### src/rtl/pc_unit_pkg.sv
// pc_unit_pkg: next-PC source encodings and fetch address constants shared with CP0
package pc_unit_pkg;
  typedef enum logic [1:0] {
    NPC_SEQ = 2'b00,
    NPC_BR  = 2'b01,
    NPC_J   = 2'b10,
    NPC_JR  = 2'b11
  } npc_sel_e;
  localparam logic [31:0] DEF_RESET_PC = 32'h0000_3000;
  localparam logic [31:0] DEF_EXC_PC   = 32'h0000_4180;
endpackage

### src/rtl/pc_unit_if.sv
// pc_unit_if: fetch control inputs and fetch address outputs of the PC unit
interface pc_unit_if #(parameter int WIDTH = 32, parameter int CNT_W = 32);
  logic             stall, exc_req, eret_req, fetch_err;
  logic [1:0]       npc_sel;
  logic [WIDTH-1:0] target, epc, pc, pc_plus4, pc_plus8;
  logic [CNT_W-1:0] fetch_count;
  modport master (output stall, npc_sel, target, exc_req, eret_req, epc,
                  input pc, pc_plus4, pc_plus8, fetch_err, fetch_count);
  modport slave (input stall, npc_sel, target, exc_req, eret_req, epc,
                 output pc, pc_plus4, pc_plus8, fetch_err, fetch_count);
endinterface

### src/rtl/pc_next_sel.sv
// pc_next_sel: fixed-priority next-PC mux with load enable
module pc_next_sel import pc_unit_pkg::*; #(
  parameter int               WIDTH  = 32,
  parameter logic [WIDTH-1:0] EXC_PC = WIDTH'(DEF_EXC_PC)
) (
  input  logic             exc_req,
  input  logic             eret_req,
  input  logic             stall,
  input  logic [1:0]       npc_sel,
  input  logic [WIDTH-1:0] target,
  input  logic [WIDTH-1:0] epc,
  input  logic [WIDTH-1:0] pc,
  output logic [WIDTH-1:0] next_pc,
  output logic             load
);
  always_comb begin
    next_pc = exc_req ? EXC_PC : eret_req ? epc : (npc_sel == NPC_SEQ) ? pc + WIDTH'(4) : target;
    load    = exc_req | eret_req | ~stall;
  end
endmodule

### src/rtl/pc_unit.sv
// pc_unit: fetch PC register with redirect selection, fault flag and load counter
module pc_unit import pc_unit_pkg::*; #(
  parameter int               WIDTH    = 32,
  parameter logic [WIDTH-1:0] RESET_PC = WIDTH'(DEF_RESET_PC),
  parameter logic [WIDTH-1:0] EXC_PC   = WIDTH'(DEF_EXC_PC),
  parameter logic [WIDTH-1:0] TEXT_LO  = WIDTH'(32'h0000_3000),
  parameter logic [WIDTH-1:0] TEXT_HI  = WIDTH'(32'h0000_4FFC),
  parameter int               CNT_W    = 32
) (
  input logic       clk,
  input logic       reset,
  pc_unit_if.slave  bus
);
  logic [WIDTH-1:0] pc_q, next_pc;
  logic [CNT_W-1:0] cnt_q;
  logic             err_q, load, bad;
  pc_next_sel #(.WIDTH(WIDTH), .EXC_PC(EXC_PC)) u_sel (
    .exc_req (bus.exc_req),
    .eret_req(bus.eret_req),
    .stall   (bus.stall),
    .npc_sel (bus.npc_sel),
    .target  (bus.target),
    .epc     (bus.epc),
    .pc      (pc_q),
    .next_pc (next_pc),
    .load    (load)
  );
  // fault is judged on the incoming address so it lands together with it
  assign bad = (next_pc[1:0] != 2'b00) || (next_pc < TEXT_LO) || (next_pc > TEXT_HI);
  always_ff @(posedge clk) begin
    if (reset) begin
      pc_q  <= RESET_PC;
      err_q <= 1'b0;
      cnt_q <= '0;
    end else if (load) begin
      pc_q  <= next_pc;
      err_q <= bad;
      cnt_q <= cnt_q + CNT_W'(1);
    end
  end
  assign bus.pc          = pc_q;
  assign bus.pc_plus4    = pc_q + WIDTH'(4);
  assign bus.pc_plus8    = pc_q + WIDTH'(8);
  assign bus.fetch_err   = err_q;
  assign bus.fetch_count = cnt_q;
endmodule
### src/flat_wrapper.sv
// flat-port wrapper written by rule: the top's interface ports become plain ports
module pc_unit_flat import pc_unit_pkg::*;
#(
  parameter int               WIDTH    = 32,
  parameter logic [WIDTH-1:0] RESET_PC = WIDTH'(DEF_RESET_PC),
  parameter logic [WIDTH-1:0] EXC_PC   = WIDTH'(DEF_EXC_PC),
  parameter logic [WIDTH-1:0] TEXT_LO  = WIDTH'(32'h0000_3000),
  parameter logic [WIDTH-1:0] TEXT_HI  = WIDTH'(32'h0000_4FFC),
  parameter int               CNT_W    = 32
)
  (clk, reset, bus_stall, bus_npc_sel, bus_target, bus_exc_req, bus_eret_req, bus_epc, bus_pc, bus_pc_plus4, bus_pc_plus8, bus_fetch_err, bus_fetch_count);
  pc_unit_if #(.WIDTH(WIDTH), .CNT_W(CNT_W)) bus_i ();
  input logic clk;
  input logic reset;
  input wire logic [$bits(bus_i.stall)-1:0] bus_stall;
  input wire logic [$bits(bus_i.npc_sel)-1:0] bus_npc_sel;
  input wire logic [$bits(bus_i.target)-1:0] bus_target;
  input wire logic [$bits(bus_i.exc_req)-1:0] bus_exc_req;
  input wire logic [$bits(bus_i.eret_req)-1:0] bus_eret_req;
  input wire logic [$bits(bus_i.epc)-1:0] bus_epc;
  output wire logic [$bits(bus_i.pc)-1:0] bus_pc;
  output wire logic [$bits(bus_i.pc_plus4)-1:0] bus_pc_plus4;
  output wire logic [$bits(bus_i.pc_plus8)-1:0] bus_pc_plus8;
  output wire logic [$bits(bus_i.fetch_err)-1:0] bus_fetch_err;
  output wire logic [$bits(bus_i.fetch_count)-1:0] bus_fetch_count;
  assign bus_i.stall = bus_stall;
  assign bus_i.npc_sel = bus_npc_sel;
  assign bus_i.target = bus_target;
  assign bus_i.exc_req = bus_exc_req;
  assign bus_i.eret_req = bus_eret_req;
  assign bus_i.epc = bus_epc;
  assign bus_pc = bus_i.pc;
  assign bus_pc_plus4 = bus_i.pc_plus4;
  assign bus_pc_plus8 = bus_i.pc_plus8;
  assign bus_fetch_err = bus_i.fetch_err;
  assign bus_fetch_count = bus_i.fetch_count;
  pc_unit #(.WIDTH(WIDTH), .RESET_PC(RESET_PC), .EXC_PC(EXC_PC), .TEXT_LO(TEXT_LO), .TEXT_HI(TEXT_HI), .CNT_W(CNT_W)) u_core (.clk(clk), .reset(reset), .bus(bus_i));
endmodule
### config.mk
export PLATFORM = sky130hd
export DESIGN_NAME = pc_unit_flat
export DESIGN_NICKNAME = d
export VERILOG_FILES = /design/src/rtl/pc_unit_pkg.sv /design/src/rtl/pc_unit_if.sv /design/src/rtl/pc_next_sel.sv /design/src/rtl/pc_unit.sv /design/src/flat_wrapper.sv
export SDC_FILE = /design/constraint.sdc
export NUM_CORES = 1
export LEC_CHECK = 0
export CORE_MARGIN = 2
export CORE_UTILIZATION = 30
export CTS_BUF_LIST = sky130_fd_sc_hd__clkbuf_4
export DETAILED_ROUTE_END_ITERATION = 10
export GPL_ROUTABILITY_DRIVEN = 0
export PLACE_DENSITY_LB_ADDON = 0.15
export SYNTH_ARGS = -nofsm -noshare
export SYNTH_HDL_FRONTEND = slang
export SYNTH_SLANG_ARGS = --single-unit
export TNS_END_PERCENT = 100
### constraint.sdc
create_clock -name clk -period 3.8 [get_ports clk]
set_clock_uncertainty 0.1 [all_clocks]
set_input_delay 0.57 -clock clk [delete_from_list [all_inputs] [get_ports clk]]
set_output_delay 0.57 -clock clk [all_outputs]
set_load 0.03 [all_outputs]
### Word-level counts from Yosys, hierarchy flattened

Cells that the tools add are included.

* register bits: 65
* input port bits: 71
* logic and storage cells: 18

* add/subtract/negate cells: 3
* magnitude comparators: 2
* multiplexer cells: 3
* bitwise operators: 3
* reduce and logical (&&, ||, !) cells: 4

Operators with widths (number)
* $mux 32: 3
* $add 32x1->32 const B: 1
* $add 32x3->32 const B: 1
* $add 32x4->32 const B: 1
* $gt 32x15->1 const B: 1
* $lt 32x14->1 const B: 1
* $logic_not 2->1: 1
* $logic_or 1x1->1: 2
* $or 1x1->1: 2
* $reduce_bool 2->1: 1
* $not 1->1: 1

### Logic depth before layout (Yosys ltp)

* depth in word-level cells: 7
* depth in mapped cells: 10
* mapped depth without buffers: 10

### Hierarchy

Synthesis repeated with hierarchy kept, for this count alone.

* cells, all modules: 681
* area total of the unflattened synthesis: 5074.9 sq um

By module, submodules not included
* pc_unit: times used 1, cells each 457, area each 3816.2 sq um
* pc_next_sel: times used 1, cells each 224, area each 1258.7 sq um

### Worst setup path before layout

OpenSTA, ideal clock, no wires.

* path type: register -> output
* start point: register u_core.pc_q[3] (netlist: u_core.bus.pc[3])
* end point: output port bus_pc_plus8[30]
* arrival time: 2.726 ns
* data required time: 3.130 ns
* path slack: 0.404 ns
* cell stages (with the launch flop): 8
* path through: dfxtp_1 -> inv_1 -> or3_1 -> or2_2 -> nor3_1 -> nand2_1 -> nor2_1 -> xor2_1

* cells in the longest elaborated chain, start to end: 1

RTL lines
* from (decl): RTL line pc_unit.sv:14 `logic [WIDTH-1:0] pc_q, next_pc;`
* from (signal assigned): RTL line pc_unit.sv:36 `pc_q <= next_pc;`
* $add 32x4->32: RTL line pc_unit.sv:43 `assign bus.pc_plus8 = pc_q + WIDTH'(8);`
* to (decl): RTL line flat_wrapper.sv:23 `output wire logic [$bits(bus_i.pc_plus8)-1:0] bus_pc_plus8;`

Every way passes these cells.

### Final worst setup path

* start point: register u_core.pc_q[14] (netlist: u_core.bus.pc[14])
* end point: output port bus_pc_plus4[23]

* cells in the longest elaborated chain, start to end: 1

RTL lines
* $add 32x3->32: RTL line pc_unit.sv:42 `assign bus.pc_plus4 = pc_q + WIDTH'(4);`
* to (decl): RTL line flat_wrapper.sv:22 `output wire logic [$bits(bus_i.pc_plus4)-1:0] bus_pc_plus4;`

Every way passes these cells.

==> results by group <==
Routing
  • Via-per-instance ratio: 5.20
  • TritonRoute pass-1 iters: 5
  • Post-route ant nets: 0
  • Met1 Wirelength: 8100 um
  • Final WL: 18800 um
  • Routed len/inst: 18.5 um
  • Initial DRC Count: 244
  • Met2 wire len: 8940 um
  • Top sig layer: met4
  • # DRC: 0
  • Vias: 5298
  • DR WL met3: 1410 um

Synth
  • Cell taking the most area after synthesis: dfxtp_1
  • Syn Area/Cell: 7.38 um^2
  • Synth cell types: 57
  • Top post-synthesis cells by area: dfxtp_1 28%, nor2_1 7.9%, xnor2_1 7.3%
  • Synth Register Bits: 65
  • EDFF count, synth: 0
  • Proportion of netlist area held by the largest area contributor: 27.8%
  • Syn Nets: 708
  • Post-Syn Area: 4680 um^2
  • Ys Warns: 0
  • Share of flip-flops with an asynchronous set or reset: 0%
  • Seq/Total Area, Yosys: 27.8%
  • Prevailing post-synth register cell: dfxtp_1
  • Gate Count Post-Synth: 634

Min path
  • Worst Hold Path Cells: 2
  • Hold WC Path Type: flip-flop to flip-flop
  • HP Start: u_core.bus.fetch_count[1]

Critical path
  • Worst Setup End Kind: primary output
  • Worst Path Arrival: 3.08 ns
  • Critical path launch point type: flip-flop
  • Reg-to-Reg Start: u_core.bus.pc[14]
  • Crit-path max cell delay: 0.71 ns
  • WP buf/inv: 2
  • Worst path cell trace: buf_4 -> nand4_1 -> or3_1 -> nor2_1 -> xor2_1 -> clkdlybuf4s50_1
  • CP required: 3.13 ns
  • Crit. Startpoint: u_core.bus.pc[14]
  • Register-to-Register Path Depth: 9
  • Crit. path cell count: 6
  • CP delay by family, top: simple AND/OR/NAND/NOR gates
  • Kind of critical path: flip-flop to primary output
  • Slowest-stage cell, CP: clkdlybuf4s50_1
  • Worst-path fanout max: 6

CTS
  • Root Buffer: clkbuf_4
  • Number of H-tree levels: 3
  • CTS tree: built
  • Clock buffer depth: 2
  • Hold buffers post-CTS: 0
  • CTS Sinks: 65
  • Clk slew on worst S/H paths: 0.11 ns
  • Clk_lat worst skew: 0.45 ns
  • Total CTS buffers: 9

Floorplanning
  • Chip height: 129 um
  • IO Count: 200
  • DIE AREA: 16600 um^2
  • Row count: 45
  • Starting density of the core: 30.8%
  • Die W: 129 um
  • Core Box Area: 15200 um^2

Placement
  • I/O Buffers: 199
  • Final HPWL DP: 14600 um

Layout
  • Util after Layout: 46.5%
  • Most frequent cells in the layout: 185 x clkdlybuf4s50_1, 97 x nor2_1, 70 x nand2_1
  • Layout cells sized above 1: 9.64%
  • Layout Area Growth over Synthesis: 51.1%
  • Final nets: 899
  • Commonest non-fill, non-tap cell in the layout: clkdlybuf4s50_1

GRT
  • Number of global-route vias before repair: 5138
  • Initial antenna violation count: 1
  • Largest net degree at the start of global routing: 33
  • Grt ovf: 0
  • Total global-route track usage: 22.5%
  • Global-route wire length before repair: 28700 um

Timing
  • Slew Limit Headroom: 49.8%
  • Post-route minimum period: 3.75 ns
  • Fin crit share: 98.8%
  • Hold Slack: 0.415 ns
  • Hold Fails Final Rpt: 0
  • Setup_tns: 0 ns
  • Max Freq: 266 MHz
  • RSZ-0062 raised after global routing: true
  • Fin. max-slew vios: 0
  • Final setup fails: 0
  • Worst-Margin Slew: 0.750 ns

Outcome
  • Status: finished clean

Pwr
  • Worst vdd ir: 177 uV
  • Leakage: 2.72 nW
  • Pwr dens: 272 nW/um^2
  • Tot Pwr: 1.92 mW

Run
  • Max cap viols: 0
layout make-up:
cell class / instances / area, um^2
clock inverter: 6 / 106
antenna: 1 / 2.50
clock buffer: 10 / 75.1
timing repair buffer: 236 / 2290
tap: 188 / 235
sequential: 65 / 1300
inverter: 15 / 56.3
multi-input combinational: 498 / 3000
fill: 1546 / 8130
cell families after synthesis:
group	count (synthesis)	share of synthesized area, %
adder cells (fa/ha/maj)	3	0.802
AND/OR/NAND/NOR	295	31.2
flip-flops	65	27.8
XOR/XNOR	75	14.0
AO/OA/AOI/OAI	116	15.8
multiplexers	9	1.95
buffers and inverters	71	8.45
layer usage:
| metal | GRT usage, % | vias to the layer above |
|---|---|---|
| li1 | - | 2584 |
| met1 | 28.4 | 2494 |
| met3 | 4.99 | 25 |
| met4 | 8.38 | 0 |
| met5 | 0 | - |
| met2 | 37.7 | 195 |
stage by stage:
stage	cells	cell area [um^2]	setup slack [ns]
floorplan	634	4680	0.404
global placement	997	6840	0.382
detailed placement	997	6840	0.331
CTS	1018	7050	0.00260
global route	1019	7070	-0.0188
finish	1019	7070	0.0474
power by group:
group | total, mW | switching, mW | internal, mW
sequential | 0.739 | 0.0355 | 0.704
clock | 0.609 | 0.272 | 0.337
combinational | 0.571 | 0.316 | 0.255
total | 1.92 | 0.624 | 1.30
Yosys cell counts (all sizes together), types with 3 or more instances:
| library cell | count |
|---|---|
| a211oi | 3 |
| a21oi | 40 |
| a221o | 6 |
| a22oi | 12 |
| and3 | 13 |
| and4 | 4 |
| buf | 27 |
| clkbuf | 29 |
| dfxtp | 65 |
| ha | 3 |
| inv | 15 |
| mux2i | 8 |
| nand2 | 70 |
| nand3 | 29 |
| nand4 | 19 |
| nor2 | 98 |
| nor3 | 19 |
| nor4 | 6 |
| o21ai | 31 |
| o22a | 4 |
| o22ai | 4 |
| or2 | 4 |
| or3 | 18 |
| or4 | 8 |
| xnor2 | 39 |
| xor2 | 36 |
registers in the layout, summed over array words and instances, names as in the netlist:
signal / count
u_core.bus.pc: 32
u_core.bus.fetch_count: 32
u_core.bus.fetch_err: 1
final timing paths:
| path | endpoint | slack, ns |
|---|---|---|
| min | u_core.bus.fetch_count[1] | 0.41 |
| max reg2reg | u_core.bus.fetch_err | 0.68 |
| max | bus_pc_plus4[23] | 0.05 |
| min reg2reg | u_core.bus.fetch_count[1] | 0.41 |
worst register-to-register path, cell delays in order, from the launching register on:
cell and delay (ns):
dfxtp_1 0.45, buf_4 0.21, nand4_1 0.31, or3_1 0.49
nor2_1 0.24, xor2_1 0.13, a221o_1 0.35, nor4bb_1 0.40
a41o_1 0.25, a211oi_2 0.07
repair_timing:
action	4_1_cts	5_1_grt
pin swaps	2	0
endpoints found under the setup margin	11	17
endpoints found under the hold margin	0	0
gates resized for setup	6	7
buffers inserted	5	0
No activity file was read; power rests on OpenSTA's default activity.
